<file path="config.mk">
export PLATFORM = sky130hd
export DESIGN_NAME = mul_booth_iter_flat
export DESIGN_NICKNAME = d
export VERILOG_FILES = /design/src/rtl/mul_pkg.sv /design/src/rtl/mul_booth_iter_if.sv /design/src/rtl/mul_booth_iter_booth_pp_sel.sv /design/src/rtl/mul_booth_iter.sv /design/src/flat_wrapper.sv
export SDC_FILE = /design/constraint.sdc
export NUM_CORES = 1
export LEC_CHECK = 0
export CORE_MARGIN = 1.5
export CORE_UTILIZATION = 40
export DETAILED_ROUTE_END_ITERATION = 16
export GPL_TIMING_DRIVEN = 0
export PLACE_DENSITY_LB_ADDON = 0.25
export SETUP_SLACK_MARGIN = 0.2
export SLEW_MARGIN = 40
export SYNTH_ARGS = -nofsm -noshare
export SYNTH_HDL_FRONTEND = slang
export SYNTH_SLANG_ARGS = --single-unit
export TNS_END_PERCENT = 1
</file>
<file path="constraint.sdc">
create_clock -name clock -period 11.1 [get_ports clock]
set_clock_uncertainty 0.1 [all_clocks]
set_input_delay 2.22 -clock clock [delete_from_list [all_inputs] [get_ports clock]]
set_output_delay 2.22 -clock clock [all_outputs]
set_load 0.005 [all_outputs]
</file>
<file path="src/rtl/mul_pkg.sv">
// Shared types and constants for the iterative radix-4 Booth multiplier.
// Sign-pair encodings, the Booth digit set and the compute-cycle count.
package mul_pkg;

  localparam logic [1:0] MUL_UU = 2'b00;
  localparam logic [1:0] MUL_SU = 2'b10;
  localparam logic [1:0] MUL_SS = 2'b11;

  typedef enum logic [2:0] {ZERO, P1, P2, M1, M2} booth_dig_e;

  typedef enum logic [1:0] {ST_IDLE, ST_BUSY, ST_HOLD} mul_state_e;

  // Operands are extended by two bits so every flavour is a signed product.
  function automatic int calc_cycles(input int xlen, input int k);
    return ((xlen + 2) / 2 + k - 1) / k;
  endfunction

endpackage

</file>
<file path="src/rtl/mul_booth_iter_if.sv">
// Request/response bundle between the EXU issue logic and the multiplier.
interface mul_booth_iter_if #(
  parameter int XLEN  = 32,
  parameter int TAG_W = 4
);
  logic             in_valid;
  logic             in_ready;
  logic [1:0]       in_sign;
  logic             in_hi;
  logic [TAG_W-1:0] in_tag;
  logic [XLEN-1:0]  in_a;
  logic [XLEN-1:0]  in_b;
  logic             out_ready;
  logic             out_valid;
  logic [XLEN-1:0]  out_res;
  logic [TAG_W-1:0] out_tag;

  modport master (
    output in_valid, in_sign, in_hi, in_tag, in_a, in_b, out_ready,
    input  in_ready, out_valid, out_res, out_tag
  );

  modport slave (
    input  in_valid, in_sign, in_hi, in_tag, in_a, in_b, out_ready,
    output in_ready, out_valid, out_res, out_tag
  );
endinterface

</file>
<file path="src/rtl/mul_booth_iter_booth_pp_sel.sv">
// Radix-4 Booth digit encoder and partial-product mux.
// The W+1-bit result leaves room for +/-2A without overflow.
module booth_pp_sel
  import mul_pkg::*;
#(
  parameter int W = 34
) (
  input  logic [2:0] triple_i,
  input  logic [W-1:0] a_i,
  output logic [W:0] pp_o
);

  booth_dig_e dig;
  logic [W:0] a_sx;
  logic [W:0] a2_sx;

  assign a_sx  = {a_i[W-1], a_i};
  assign a2_sx = {a_i, 1'b0};

  always_comb begin
    dig = ZERO;
    case (triple_i)
      3'b001, 3'b010: dig = P1;
      3'b011:         dig = P2;
      3'b100:         dig = M2;
      3'b101, 3'b110: dig = M1;
      default:        dig = ZERO;
    endcase
  end

  always_comb begin
    pp_o = '0;
    case (dig)
      P1:      pp_o = a_sx;
      P2:      pp_o = a2_sx;
      M1:      pp_o = -a_sx;
      M2:      pp_o = -a2_sx;
      default: pp_o = '0;
    endcase
  end

endmodule

</file>
<file path="src/rtl/mul_booth_iter.sv">
// Iterative radix-4 Booth multiplier retiring K digits per cycle for
// mul/mulh/mulhsu/mulhu, with tag pass-through, backpressure and flush.
module mul_booth_iter
  import mul_pkg::*;
#(
  parameter int XLEN  = 32,
  parameter int K     = 1,
  parameter int TAG_W = 4
) (
  input logic clock,
  input logic reset,
  input logic flush,
  mul_booth_iter_if.slave bus
);

  localparam int W  = XLEN + 2;
  localparam int D  = W / 2;
  localparam int C  = calc_cycles(XLEN, K);
  localparam int CW = $clog2(C + 1);

  mul_state_e       state_q;
  logic [CW-1:0]    cnt_q;
  logic [W-1:0]     a_q;
  logic [W-1:0]     b_q;
  logic             bm1_q;
  logic             hi_q;
  logic [TAG_W-1:0] tag_q;
  logic [2*W-1:0]   prod_q;
  logic             out_valid_q;
  logic [XLEN-1:0]  out_res_q;
  logic [TAG_W-1:0] out_tag_q;

  logic [K:0][2*W-1:0] prod_c;
  logic [K:0][W-1:0]   b_c;
  logic [K:0]          bm1_c;
  logic [W-1:0]        a_ext;
  logic [W-1:0]        b_ext;
  logic                accept;
  logic                last;

  assign bus.in_ready = (state_q == ST_IDLE) | flush | ((state_q == ST_HOLD) & bus.out_ready);
  assign accept       = bus.in_valid & bus.in_ready;
  assign a_ext        = {{2{bus.in_sign[1] & bus.in_a[XLEN-1]}}, bus.in_a};
  assign b_ext        = {{2{bus.in_sign[0] & bus.in_b[XLEN-1]}}, bus.in_b};
  assign last         = (cnt_q == CW'(C - 1));

  assign prod_c[0] = prod_q;
  assign b_c[0]    = b_q;
  assign bm1_c[0]  = bm1_q;

  // Stages past the last digit pass through, so a short final cycle is not over-shifted.
  for (genvar j = 0; j < K; j++) begin : g_stage
    logic [W:0]     pp;
    logic [W:0]     sum;
    logic [2*W+1:0] sh;
    logic           en;

    booth_pp_sel #(.W(W)) u_sel (
      .triple_i ({b_c[j][1:0], bm1_c[j]}),
      .a_i      (a_q),
      .pp_o     (pp)
    );

    assign sum = {prod_c[j][2*W-1], prod_c[j][2*W-1:W]} + pp;
    assign sh  = {sum[W], sum, prod_c[j][W-1:0]};
    assign en  = (int'(cnt_q) * K + j) < D;

    assign prod_c[j+1] = en ? sh[2*W+1:2] : prod_c[j];
    assign b_c[j+1]    = en ? {2'b00, b_c[j][W-1:2]} : b_c[j];
    assign bm1_c[j+1]  = en ? b_c[j][1] : bm1_c[j];
  end

  always_ff @(posedge clock) begin
    if (reset) begin
      state_q     <= ST_IDLE;
      cnt_q       <= '0;
      a_q         <= '0;
      b_q         <= '0;
      bm1_q       <= 1'b0;
      hi_q        <= 1'b0;
      tag_q       <= '0;
      prod_q      <= '0;
      out_valid_q <= 1'b0;
      out_res_q   <= '0;
      out_tag_q   <= '0;
    end else if (accept) begin
      a_q         <= a_ext;
      b_q         <= b_ext;
      bm1_q       <= 1'b0;
      hi_q        <= bus.in_hi;
      tag_q       <= bus.in_tag;
      prod_q      <= '0;
      cnt_q       <= '0;
      state_q     <= ST_BUSY;
      out_valid_q <= 1'b0;
    end else if (flush) begin
      state_q     <= ST_IDLE;
      out_valid_q <= 1'b0;
    end else begin
      case (state_q)
        ST_BUSY: begin
          prod_q <= prod_c[K];
          b_q    <= b_c[K];
          bm1_q  <= bm1_c[K];
          cnt_q  <= cnt_q + CW'(1);
          if (last) begin
            state_q     <= ST_HOLD;
            out_valid_q <= 1'b1;
            out_res_q   <= hi_q ? prod_c[K][2*XLEN-1:XLEN] : prod_c[K][XLEN-1:0];
            out_tag_q   <= tag_q;
          end
        end
        ST_HOLD: begin
          if (bus.out_ready) begin
            state_q     <= ST_IDLE;
            out_valid_q <= 1'b0;
          end
        end
        default: ;
      endcase
    end
  end

  assign bus.out_valid = out_valid_q & ~flush;
  assign bus.out_res   = out_res_q;
  assign bus.out_tag   = out_tag_q;

endmodule

</file>
<file path="src/flat_wrapper.sv">
// flat-port wrapper written by rule: the top's interface ports become plain ports
module mul_booth_iter_flat import mul_pkg::*;
#(
  parameter int XLEN  = 32,
  parameter int K     = 1,
  parameter int TAG_W = 4
)
  (clock, reset, flush, bus_in_valid, bus_in_sign, bus_in_hi, bus_in_tag, bus_in_a, bus_in_b, bus_out_ready, bus_in_ready, bus_out_valid, bus_out_res, bus_out_tag);
  mul_booth_iter_if #(.XLEN(XLEN), .TAG_W(TAG_W)) bus_i ();
  input logic clock;
  input logic reset;
  input logic flush;
  input wire logic [$bits(bus_i.in_valid)-1:0] bus_in_valid;
  input wire logic [$bits(bus_i.in_sign)-1:0] bus_in_sign;
  input wire logic [$bits(bus_i.in_hi)-1:0] bus_in_hi;
  input wire logic [$bits(bus_i.in_tag)-1:0] bus_in_tag;
  input wire logic [$bits(bus_i.in_a)-1:0] bus_in_a;
  input wire logic [$bits(bus_i.in_b)-1:0] bus_in_b;
  input wire logic [$bits(bus_i.out_ready)-1:0] bus_out_ready;
  output wire logic [$bits(bus_i.in_ready)-1:0] bus_in_ready;
  output wire logic [$bits(bus_i.out_valid)-1:0] bus_out_valid;
  output wire logic [$bits(bus_i.out_res)-1:0] bus_out_res;
  output wire logic [$bits(bus_i.out_tag)-1:0] bus_out_tag;
  assign bus_i.in_valid = bus_in_valid;
  assign bus_i.in_sign = bus_in_sign;
  assign bus_i.in_hi = bus_in_hi;
  assign bus_i.in_tag = bus_in_tag;
  assign bus_i.in_a = bus_in_a;
  assign bus_i.in_b = bus_in_b;
  assign bus_i.out_ready = bus_out_ready;
  assign bus_in_ready = bus_i.in_ready;
  assign bus_out_valid = bus_i.out_valid;
  assign bus_out_res = bus_i.out_res;
  assign bus_out_tag = bus_i.out_tag;
  mul_booth_iter #(.XLEN(XLEN), .K(K), .TAG_W(TAG_W)) u_core (.clock(clock), .reset(reset), .flush(flush), .bus(bus_i));
endmodule
</file>
==> impl_metrics.json <==
{
  "io_buffers": 113,
  "hp-class": "reg -> reg",
  "insertion_delay_ns": 0.45,
  "post_drt_wl_per_cell_um": 18.4,
  "rows": 60,
  "cts_made_buffers": 17,
  "cts-htree-levels": 4,
  "period_minus_slack_ns": 6.27,
  "rsz0062_at_grt": "no",
  "peakVddDrop_mv": 0.0937,
  "leakagePower_nw": 4.73,
  "drc_errors": 0,
  "area_growth_pct": 20.3,
  "layout_setup_ws_ns": 4.83,
  "path_clk_slew_ns": 0.08,
  "globalRouteTotalUtil_pct": 25.0,
  "cts-hold-fix-buffers": 0,
  "die_h_um": 168,
  "synth_cells": 1450,
  "root_buffer": "clkbuf_16",
  "yosysSeqAreaShare_pct": 33.3,
  "synthArstFlopShare_pct": 0,
  "cp_max_fo": 7,
  "dr.pass1.iters": 6,
  "avgSynthCellArea_um2": 7.55,
  "dieArea_mm2": 0.0284,
  "start_kind": "register",
  "io-pin-count": 114,
  "yosys_warnings": 0,
  "dpl_worst_slack_ns": 4.98,
  "status": "completed",
  "setup_viol": 0,
  "synth_ff_type": "dfxtp_1",
  "powerDensity_mw_per_mm2": 125,
  "startpoint": "u_core.a_q[2]",
  "required_ns": 11.34,
  "slew_viol_final": 0,
  "netlist_area_mm2": 0.0109,
  "synth_edf_count": 0,
  "fillers": 2668,
  "cts_setup_buffers": 0,
  "reg2reg_to": "u_core.bus.out_res[30]",
  "finalHoldViolations": 0,
  "slew_headroom_pct": 46.0,
  "timing.fmax_mhz": 159,
  "worstMarginPinSlew_ns": 0.810,
  "drv_cap": 0,
  "fp.dieW_um": 168,
  "synth_top_cell_by_area": "dfxtp_1",
  "cts_tree": "built",
  "ys_types": 64,
  "rr_worst_depth": 19,
  "end_kind": "register",
  "clk_path_buf_depth": 2,
  "r2r_slack_ns": 4.83,
  "viasPerCell": 5.76,
  "grt-ovfl-total": 0,
  "grt_start_max_net_pins": 21,
  "synthesis.nets": 1564,
  "worstPathArrival_ns": 6.52,
  "utilization_pct": 49.0,
  "yosysTopAreaCellShare_pct": 33.3,
  "crit_type": "reg -> reg",
  "initial_utilization_pct": 40.7,
  "gp_congestion": 0.953,
  "first_iter_violations": 1127,
  "ys_seq_elements": 182,
  "synthTopCellsByArea": "dfxtp_1, nand2_1, a21oi_1, mux4_2, ha_1",
  "grt_pass1_vias": 10500,
  "dr_total_vias": 11200,
  "drive_above_1_share_pct": 4.89,
  "antenna_found_initial": 0,
  "fin_nets": 1696,
  "setup.worst_path.end": "u_core.bus.out_res[30]",
  "min_period_over_period_pct": 56.5,
  "grt_pass1_wl_mm": 56.4,
  "reg2reg_from": "u_core.a_q[2]",
  "antenna_left": 0,
  "core_mm2": 0.0269,
  "fin_tns_setup_ns": 0,
  "diodes": 0,
  "drt_wl_total_mm": 35.6,
  "cts-resized-gates": 0,
  "dpl.hpwl_mm": 27.0,
  "cts.sinks": 182,
  "fin_hold_ws_ns": 0.341
}
[worst min path at each step]
stage	cells past startpoint	endpoint	slack, ns	start
2_1_floorplan	2	u_core.bus.out_tag[0]	0.33	u_core.tag_q[0]
3_3_place_gp	2	u_core.bus.out_res[28]	0.33	u_core.bus.out_res[28]
3_5_place_dp	2	u_core.bus.out_res[28]	0.33	u_core.bus.out_res[28]
4_1_cts	2	u_core.bus.out_res[28]	0.34	u_core.bus.out_res[28]
5_1_grt	2	u_core.bus.out_tag[2]	0.37	u_core.tag_q[2]
6_report	2	u_core.bus.out_res[28]	0.34	u_core.bus.out_res[28]
[area by class of cell]
| class | instances | area, um^2 | share of cell area [%] |
|---|---|---|---|
| multi-input cells | 1135 | 6790 | 51.6 |
| flip-flops and latches | 182 | 3640 | 27.7 |
| repair buffers | 113 | 1130 | 8.59 |
| plain buffers | 115 | 449 | 3.41 |
| well taps | 341 | 427 | 3.24 |
| clock buffers | 17 | 425 | 3.23 |
| clock inverters | 15 | 226 | 1.72 |
| inverters | 18 | 67.6 | 0.513 |
[power breakdown]
| part | internal (W) | switching (W) | total, W |
|---|---|---|---|
| registers | 0.000671 | 0.0000143 | 0.000685 |
| logic | 0.000107 | 0.000180 | 0.000286 |
| clock network | 0.000351 | 0.000322 | 0.000674 |
[cell usage after synthesis, types with 10 or more instances]
master	count
mux4_2	24
a22oi_1	24
a221oi_1	16
a22o_1	13
or3_1	15
a311oi_1	13
ha_1	37
nand2_1	378
xor2_1	28
clkbuf_1	101
o21ai_0	55
a211oi_1	11
nor2_1	80
dfxtp_1	182
nor2b_1	10
o22ai_1	12
a21oi_1	197
inv_1	16
nand3_1	12
a31oi_1	24
xnor2_1	49
a21o_1	10
nor3_1	14
mux2i_1	13
[routing by layer]
layer | global-route usage (%) | routed length (um) | vias to the layer above
met3 | 2.99 | 2320 | 46
met5 | 0 | 0 | -
met4 | 7.73 | 637 | 0
met1 | 34.3 | 16300 | 5272
li1 | - | - | 5383
met2 | 41.2 | 16400 | 459
[state kept, by name, indices dropped and copies added (netlist names)]
name,flops
u_core.hi_q,1
u_core.bm1_q,1
u_core.a_q,33
u_core.tag_q,4
u_core.bus.out_tag,4
u_core.bus.out_res,32
u_core.b_q,33
u_core.cnt_q,5
u_core.state_q,2
u_core.prod_q,67
[worst max-delay path: stages, from the launching register on]
cell      delay (ns)
dfxtp_1         0.31
clkbuf_1        0.18
nor4_1          0.62
nand3_1         0.23
or4_1           0.57
or4_1           0.49
nand2_1         0.11
xnor2_1         0.08
a221oi_1        0.31
a31oi_1         0.13
ha_1            0.45
a21oi_1         0.12
o21ai_0         0.41
nand2b_1        0.17
o32a_1          0.11
nor3b_1         0.64
a31oi_1         0.21
xnor2_1         0.22
mux4_2          0.51
a22o_1          0.19
[kinds of logic (layout without fill, tap and decap cells)]
kind of cell,Yosys count,count (layout),synth area share (%)
AO/OA/AOI/OAI,420,420,23.7
buffers and inverters,133,278,4.70
adder cells (fa/ha/maj),38,38,4.41
flip-flops,182,182,33.3
multiplexers,38,38,6.23
XOR/XNOR,77,77,6.16
AND/OR/NAND/NOR,562,562,21.6
[per-stage QoR]
step | std cells | area, um^2 | power [W]
after floorplan | 1450 | 10900 | 0.000879
after detailed placement | 1904 | 12500 | 0.000980
after global routing | 1936 | 13200 | 0.00170
final | 1936 | 13200 | 0.00165
after global placement | 1904 | 12500 | 0.000977
after CTS | 1936 | 13200 | 0.00164
[cell usage in the layout (no fill, tap or decap), types with 24 or more instances in the layout]
master	instances
clkbuf_1	100
o21ai_0	55
dfxtp_1	182
clkdlybuf4s50_1	113
ha_1	37
nor2_1	78
a21oi_1	197
a31oi_1	24
mux4_2	24
xor2_1	28
a22oi_1	24
xnor2_1	49
nand2_1	378
No activity file was read; power rests on OpenSTA's default activity.
